## config.mk

```make
export PLATFORM = sky130hd
export DESIGN_NAME = dht11_frame_decode_flat
export DESIGN_NICKNAME = d
export VERILOG_FILES = /design/src/rtl/dht11_frame_if.sv /design/src/rtl/dht11_frame_decode.sv /design/src/flat_wrapper.sv
export SDC_FILE = /design/constraint.sdc
export NUM_CORES = 1
export LEC_CHECK = 0
export ABC_AREA = 1
export CAP_MARGIN = 20
export CELL_PAD_IN_SITES_DETAIL_PLACEMENT = 0
export CELL_PAD_IN_SITES_GLOBAL_PLACEMENT = 1
export CORE_MARGIN = 2
export CORE_UTILIZATION = 45
export CTS_CLUSTER_SIZE = 14
export DETAILED_ROUTE_END_ITERATION = 10
export HOLD_SLACK_MARGIN = 0.1
export PLACE_DENSITY = 0.87
export SKIP_CTS_REPAIR_TIMING = 1
export SLEW_MARGIN = 40
export SYNTH_ARGS = -nofsm -noshare
export SYNTH_HDL_FRONTEND = slang
export SYNTH_SLANG_ARGS = --single-unit
export TNS_END_PERCENT = 1
```

## constraint.sdc

```tcl
create_clock -name clk -period 6 [get_ports clk]
set_input_delay 1.2 -clock clk [delete_from_list [all_inputs] [get_ports clk]]
set_output_delay 1.2 -clock clk [all_outputs]
set_load 0.05 [all_outputs]
```

## src/rtl/dht11_frame_if.sv

```systemverilog
// Frame-in / reading-out bundle between the DHT11 capture stage and the frame decoder.
interface dht11_frame_if #(
    parameter int unsigned ERR_W = 8
);
    logic [39:0]      frame_in;
    logic             frame_stb;
    logic [7:0]       hum_raw;
    logic [7:0]       temp_raw;
    logic [11:0]      hum_bcd;
    logic [11:0]      temp_bcd;
    logic             out_valid;
    logic             crc_err;
    logic             busy;
    logic [ERR_W-1:0] err_cnt;
    logic [ERR_W-1:0] ovr_cnt;

    modport master (
        output frame_in, frame_stb,
        input  hum_raw, temp_raw, hum_bcd, temp_bcd, out_valid, crc_err, busy, err_cnt, ovr_cnt
    );

    modport slave (
        input  frame_in, frame_stb,
        output hum_raw, temp_raw, hum_bcd, temp_bcd, out_valid, crc_err, busy, err_cnt, ovr_cnt
    );
endinterface

```

## src/rtl/dht11_frame_decode.sv

```systemverilog
// DHT11 frame decoder: checksum validation, binary-to-BCD conversion of the integer bytes,
// publication of the last good reading and saturating reject/overrun statistics.
module dht11_frame_decode #(
    parameter bit          CHECK_EN    = 1'b1,
    parameter bit          ZERO_IS_ERR = 1'b1,
    parameter int unsigned ERR_W       = 8
) (
    input logic         clk,
    input logic         nRST,
    dht11_frame_if.slave bus
);
    localparam int unsigned FRAME_W = 40;
    localparam int unsigned BYTE_W  = 8;
    localparam int unsigned BCD_W   = 12;
    localparam int unsigned SR_W    = BCD_W + BYTE_W;
    localparam int unsigned ITER_W  = 3;
    localparam logic [ITER_W-1:0] LAST_ITER = ITER_W'(BYTE_W - 1);
    localparam logic [ERR_W-1:0]  CNT_MAX   = {ERR_W{1'b1}};

    typedef enum logic [1:0] {IDLE, CHECK, CONV, DONE} state_t;

    state_t              state_q, state_d;
    logic [FRAME_W-1:0]  frame_q, frame_d;
    logic [SR_W-1:0]     hum_sr_q, hum_sr_d;
    logic [SR_W-1:0]     temp_sr_q, temp_sr_d;
    logic [ITER_W-1:0]   iter_q, iter_d;
    logic [BYTE_W-1:0]   hum_raw_q, hum_raw_d;
    logic [BYTE_W-1:0]   temp_raw_q, temp_raw_d;
    logic [BCD_W-1:0]    hum_bcd_q, hum_bcd_d;
    logic [BCD_W-1:0]    temp_bcd_q, temp_bcd_d;
    logic                out_valid_q, out_valid_d;
    logic                crc_err_q, crc_err_d;
    logic                busy_q, busy_d;
    logic [ERR_W-1:0]    err_cnt_q, err_cnt_d;
    logic [ERR_W-1:0]    ovr_cnt_q, ovr_cnt_d;

    logic [BYTE_W-1:0]   sum;
    logic                reject;
    logic [SR_W-1:0]     hum_step;
    logic [SR_W-1:0]     temp_step;

    // One double-dabble iteration: bias nibbles >= 5 by 3, then shift left.
    function automatic logic [SR_W-1:0] dabble_step(input logic [SR_W-1:0] sr);
        logic [SR_W-1:0] t;
        t = sr;
        for (int i = 0; i < 3; i++) begin
            if (t[BYTE_W+4*i +: 4] >= 4'd5) begin
                t[BYTE_W+4*i +: 4] = 4'(t[BYTE_W+4*i +: 4] + 4'd3);
            end
        end
        return {t[SR_W-2:0], 1'b0};
    endfunction

    always_comb begin
        state_d     = state_q;
        frame_d     = frame_q;
        hum_sr_d    = hum_sr_q;
        temp_sr_d   = temp_sr_q;
        iter_d      = iter_q;
        hum_raw_d   = hum_raw_q;
        temp_raw_d  = temp_raw_q;
        hum_bcd_d   = hum_bcd_q;
        temp_bcd_d  = temp_bcd_q;
        out_valid_d = 1'b0;
        crc_err_d   = 1'b0;
        err_cnt_d   = err_cnt_q;
        ovr_cnt_d   = ovr_cnt_q;

        sum       = BYTE_W'(frame_q[39:32] + frame_q[31:24] + frame_q[23:16] + frame_q[15:8]);
        reject    = (CHECK_EN && (sum != frame_q[7:0])) || (ZERO_IS_ERR && (frame_q == '0));
        hum_step  = dabble_step(hum_sr_q);
        temp_step = dabble_step(temp_sr_q);

        // Strobes arriving while a frame is in flight are counted and discarded.
        if (bus.frame_stb && (state_q != IDLE) && (ovr_cnt_q != CNT_MAX)) begin
            ovr_cnt_d = ERR_W'(ovr_cnt_q + 1'b1);
        end

        case (state_q)
            IDLE: begin
                if (bus.frame_stb) begin
                    frame_d = bus.frame_in;
                    state_d = CHECK;
                end
            end
            CHECK: begin
                if (reject) begin
                    crc_err_d = 1'b1;
                    if (err_cnt_q != CNT_MAX) begin
                        err_cnt_d = ERR_W'(err_cnt_q + 1'b1);
                    end
                    state_d = IDLE;
                end else begin
                    hum_sr_d  = {{BCD_W{1'b0}}, frame_q[39:32]};
                    temp_sr_d = {{BCD_W{1'b0}}, frame_q[23:16]};
                    iter_d    = '0;
                    state_d   = CONV;
                end
            end
            CONV: begin
                hum_sr_d  = hum_step;
                temp_sr_d = temp_step;
                iter_d    = ITER_W'(iter_q + 1'b1);
                // Last iteration publishes straight from the step result so DONE carries the pulse.
                if (iter_q == LAST_ITER) begin
                    hum_bcd_d   = hum_step[SR_W-1:BYTE_W];
                    temp_bcd_d  = temp_step[SR_W-1:BYTE_W];
                    hum_raw_d   = frame_q[39:32];
                    temp_raw_d  = frame_q[23:16];
                    out_valid_d = 1'b1;
                    state_d     = DONE;
                end
            end
            DONE: begin
                state_d = IDLE;
            end
            default: begin
                state_d = IDLE;
            end
        endcase

        busy_d = (state_d != IDLE);
    end

    always_ff @(posedge clk or negedge nRST) begin
        if (!nRST) begin
            state_q     <= IDLE;
            frame_q     <= '0;
            hum_sr_q    <= '0;
            temp_sr_q   <= '0;
            iter_q      <= '0;
            hum_raw_q   <= '0;
            temp_raw_q  <= '0;
            hum_bcd_q   <= '0;
            temp_bcd_q  <= '0;
            out_valid_q <= 1'b0;
            crc_err_q   <= 1'b0;
            busy_q      <= 1'b0;
            err_cnt_q   <= '0;
            ovr_cnt_q   <= '0;
        end else begin
            state_q     <= state_d;
            frame_q     <= frame_d;
            hum_sr_q    <= hum_sr_d;
            temp_sr_q   <= temp_sr_d;
            iter_q      <= iter_d;
            hum_raw_q   <= hum_raw_d;
            temp_raw_q  <= temp_raw_d;
            hum_bcd_q   <= hum_bcd_d;
            temp_bcd_q  <= temp_bcd_d;
            out_valid_q <= out_valid_d;
            crc_err_q   <= crc_err_d;
            busy_q      <= busy_d;
            err_cnt_q   <= err_cnt_d;
            ovr_cnt_q   <= ovr_cnt_d;
        end
    end

    assign bus.hum_raw   = hum_raw_q;
    assign bus.temp_raw  = temp_raw_q;
    assign bus.hum_bcd   = hum_bcd_q;
    assign bus.temp_bcd  = temp_bcd_q;
    assign bus.out_valid = out_valid_q;
    assign bus.crc_err   = crc_err_q;
    assign bus.busy      = busy_q;
    assign bus.err_cnt   = err_cnt_q;
    assign bus.ovr_cnt   = ovr_cnt_q;
endmodule
```

## src/flat_wrapper.sv

```systemverilog
// flat-port wrapper written by rule: the top's interface ports become plain ports
module dht11_frame_decode_flat 
#(
    parameter bit          CHECK_EN    = 1'b1,
    parameter bit          ZERO_IS_ERR = 1'b1,
    parameter int unsigned ERR_W       = 8
)
  (clk, nRST, bus_frame_in, bus_frame_stb, bus_hum_raw, bus_temp_raw, bus_hum_bcd, bus_temp_bcd, bus_out_valid, bus_crc_err, bus_busy, bus_err_cnt, bus_ovr_cnt);
  dht11_frame_if #(.ERR_W(ERR_W)) bus_i ();
  input logic clk;
  input logic nRST;
  input wire logic [$bits(bus_i.frame_in)-1:0] bus_frame_in;
  input wire logic [$bits(bus_i.frame_stb)-1:0] bus_frame_stb;
  output wire logic [$bits(bus_i.hum_raw)-1:0] bus_hum_raw;
  output wire logic [$bits(bus_i.temp_raw)-1:0] bus_temp_raw;
  output wire logic [$bits(bus_i.hum_bcd)-1:0] bus_hum_bcd;
  output wire logic [$bits(bus_i.temp_bcd)-1:0] bus_temp_bcd;
  output wire logic [$bits(bus_i.out_valid)-1:0] bus_out_valid;
  output wire logic [$bits(bus_i.crc_err)-1:0] bus_crc_err;
  output wire logic [$bits(bus_i.busy)-1:0] bus_busy;
  output wire logic [$bits(bus_i.err_cnt)-1:0] bus_err_cnt;
  output wire logic [$bits(bus_i.ovr_cnt)-1:0] bus_ovr_cnt;
  assign bus_i.frame_in = bus_frame_in;
  assign bus_i.frame_stb = bus_frame_stb;
  assign bus_hum_raw = bus_i.hum_raw;
  assign bus_temp_raw = bus_i.temp_raw;
  assign bus_hum_bcd = bus_i.hum_bcd;
  assign bus_temp_bcd = bus_i.temp_bcd;
  assign bus_out_valid = bus_i.out_valid;
  assign bus_crc_err = bus_i.crc_err;
  assign bus_busy = bus_i.busy;
  assign bus_err_cnt = bus_i.err_cnt;
  assign bus_ovr_cnt = bus_i.ovr_cnt;
  dht11_frame_decode #(.CHECK_EN(CHECK_EN), .ZERO_IS_ERR(ZERO_IS_ERR), .ERR_W(ERR_W)) u_core (.clk(clk), .nRST(nRST), .bus(bus_i));
endmodule
```

==> qor.csv <==
metric,value,unit
outcome,"complete, no violations",
Crit Path Max Fanout,45,
Peak VDD IR,0.3924,mV
# diodes,0,
worst min-delay path startpoint,u_core.bus.hum_bcd[3]$_DFFE_PN0P_,
post-DP HPWL,10990,um
post-synth top area share,0.4981,
io pins,102,
RSZ-0062 raised after global routing,no,
Post-synth top flop,dfrtp_1,
clk sink count,144,
r2r setup slk,2.02,ns
"EDFF count, synth",0,
global-route wire length before repair,26590,um
Tot GR Track Use,0.2011,
NumNets Final,995,
"Remaining Overflow, GRT",0,
Sum Neg Setup Slack,0,ns
post-route cell area,9060,um^2
drt wl/cell,13.83,um
Num CTS Buffers,17,
hold endpoint,u_core.bus.hum_bcd[3]$_DFFE_PN0P_,
Crit path required time,6.36,ns
Crit Path Category,register to register,
fill cell count,1474,
Fin Hold WS,0.4748,ns
synthesized flop and latch total,144,
CTS tree,done,
area grow syn2layout,25.23,%
full die area,17110,um^2
WL final,15830,um
Post-synth top cells,"nand2_1 (231), dfrtp_1 (144), nand3_1 (82)",
post-synthesis async set-or-reset flop share,1.000,
Post-Syn Area,7234,um^2
DRT iter0 DRCs,362,
max-cap violations,0,
Core Box Area,15770,um^2
"Slew Viols, Final",0,
layout cells sized above 1,0.08190,
"Avg Cell Area, Syn",8.822,um^2
H-tree levels,4,
critical path arrival,4.34,ns
Slew headroom,0.5097,
post-synth top area cell,dfrtp_1,
"Reg clk slew, reported paths",0.06,ns
Synth area leaders,"dfrtp_1 (50%), nand2_1 (12%), nand3_1 (5.7%)",
"Cell Chain, Critical Path",fa_1 -> inv_1 -> fa_1 -> inv_1 -> ha_1 -> fa_1 -> inv_1 -> nand2_1 -> nand3b_1 -> nand2_1 -> nor2_1 -> nand2_1 -> clkinv_1 -> nand3_2 -> nor2_4 -> nand3_4 -> nand2_4 -> nand2_1 -> nand2_1,
Port Buffers,101,
FP Rows,46,
reg-to-reg endpoint,u_core.hum_sr_q[4]$_DFFE_PN0P_,
setup violators final,0,
R2R Path Start,u_core.frame_q[9]$_DFFE_PN0P_,
clk buf depth,2,
largest stage delay on the critical path,0.54,ns
Antenna Nets Post-Route,0,
Most common cell on crit path,nand2_1,
Clock Skews,0.006461,ns
Leakage,4.391,nW
Min-Delay Path Class,register to register,
endpoints failing hold,0,
Critical Path Start Type,register,
DR vias/cell,4.914,
period utilization,0.6640,
DR vias,5622,
RePlAce Congestion,0.8424,
crit path capture type,register,
Area after DPL,8442,um^2
initial antenna violation count,0,
yosys warns,0,
DRT Pass-1 Iters,4,
f_max,251.0,MHz
synthesized netlist cell count,820,
Vert. Die Dim,130.8,um
count of cell types in the netlist,35,
Die W,130.8,um
number of global-route vias before repair,5386,
worst-skew pair later-pin latency,0.42,ns
synthesized netlist net count,900,
post-synthesis sequential area ratio,0.4981,
largest net degree at the start of global routing,98,
root buffer cell,clkbuf_16,
DR DRC count,0,
hold path cells,2,
Worst Tran Pin Value,0.7354,ns
top-count cell post-synth,nand2_1,
FF-to-FF path depth,19,
Final Critical Period,3.984,ns
Starting Density,0.4587,
power per cell area,578.3,nW/um^2
Critical-path top delay cell,fa_1,
==> flip-flops by register name (all words and copies together) (netlist names), 12 cells and up <==
signal               count
u_core.hum_sr_q         20
u_core.bus.temp_bcd     12
u_core.temp_sr_q        20
u_core.bus.hum_bcd      12
u_core.frame_q          40
==> area by class of cell <==
cell class / count / area, um^2 / area share
Multi-Input combinational cell: 573 / 3244 / 0.3581
Clock buffer: 22 / 484.2 / 0.05345
Tap cell: 216 / 270.3 / 0.02983
Sequential cell: 144 / 3603 / 0.3977
Timing Repair Buffer: 105 / 1046 / 0.1155
Clock inverter: 10 / 132.6 / 0.01464
Inverter: 74 / 279.0 / 0.03080
==> cells by family after synthesis <==
kind of cell               after synthesis  share of synthesized area
adders and majority gates               37                    0.07852
muxes                                   22                    0.03424
AOI/OAI and AO/OA                       88                    0.06261
buffers and inverters                  103                    0.05517
xor gates and xnor gates                31                    0.03943
and+or+nand+nor                        395                     0.2319
DFF                                    144                     0.4981
==> worst max-delay path by stage <==
| stage | startpoint | end | slack [ns] | cells past startpoint |
|---|---|---|---|---|
| floorplan | u_core.frame_q[9]$_DFFE_PN0P_ | u_core.hum_sr_q[5]$_DFFE_PN0P_ | 2.67 | 17 |
| global placement | u_core.frame_q[9]$_DFFE_PN0P_ | u_core.temp_sr_q[3]$_DFFE_PN0P_ | 2.11 | 19 |
| detailed placement | u_core.frame_q[9]$_DFFE_PN0P_ | u_core.hum_sr_q[4]$_DFFE_PN0P_ | 2.04 | 19 |
| CTS | u_core.frame_q[9]$_DFFE_PN0P_ | u_core.hum_sr_q[4]$_DFFE_PN0P_ | 2.01 | 19 |
| global route | u_core.frame_q[9]$_DFFE_PN0P_ | u_core.hum_sr_q[4]$_DFFE_PN0P_ | 1.71 | 19 |
| finish | u_core.frame_q[9]$_DFFE_PN0P_ | u_core.hum_sr_q[4]$_DFFE_PN0P_ | 2.02 | 19 |
==> critical path, delay by kind of cell, from the launching register on <==
family | cells | cell delay [ns]
fa+ha+maj | 4 | 1.74
buf+inv | 4 | 0.23
flops | 1 | 0.41
simple gates | 11 | 1.51
==> where the power goes <==
group | total, W | switching (W) | internal [W]
Combinational | 0.00271 | 0.00163 | 0.00108
Clock | 0.00109 | 0.000398 | 0.000695
Sequential | 0.00144 | 0.000237 | 0.00120
==> metal layers <==
layer,global-route usage,part of all wire,vias to the layer above
li1,-,-,2818
met1,0.2826,0.49,2677
met2,0.3131,0.46,109
met3,0.04601,0.038,18
met4,0.06258,0.013,0
met5,0,0,-
==> cells in the final DEF, fill, tap and decap left out, types with 2 or more instances in the layout <==
master,count
nand3b_1,2
o21ai_0,50
or2_0,4
nor3_1,3
nand3_2,2
mux2_2,22
xor2_1,19
fa_1,14
clkbuf_16,17
dfrtp_1,144
nor2_4,2
xnor2_1,11
bufinv_16,3
o21bai_1,2
nand2_2,4
nand2_1,229
nand4_1,2
a21oi_1,33
nor2_1,55
nand3_1,82
ha_1,23
clkbuf_8,4
buf_4,4
clkinv_2,5
inv_1,72
clkinvlp_4,3
or2_2,6
clkdlybuf4s50_1,100
==> metrics by stage <==
stage	utilization	setup WS, ns	instances	power, W
5_1_grt	0.5745	1.711	1144	0.005694
3_3_place_gp	0.5351	2.108	1112	0.004110
2_1_floorplan	-	2.668	820	0.003523
4_1_cts	0.5744	2.015	1144	0.005274
3_5_place_dp	0.5353	2.036	1112	0.004158
6_report	0.5745	2.016	1144	0.005240
Note: power is estimated with default switching activity, not from simulation.
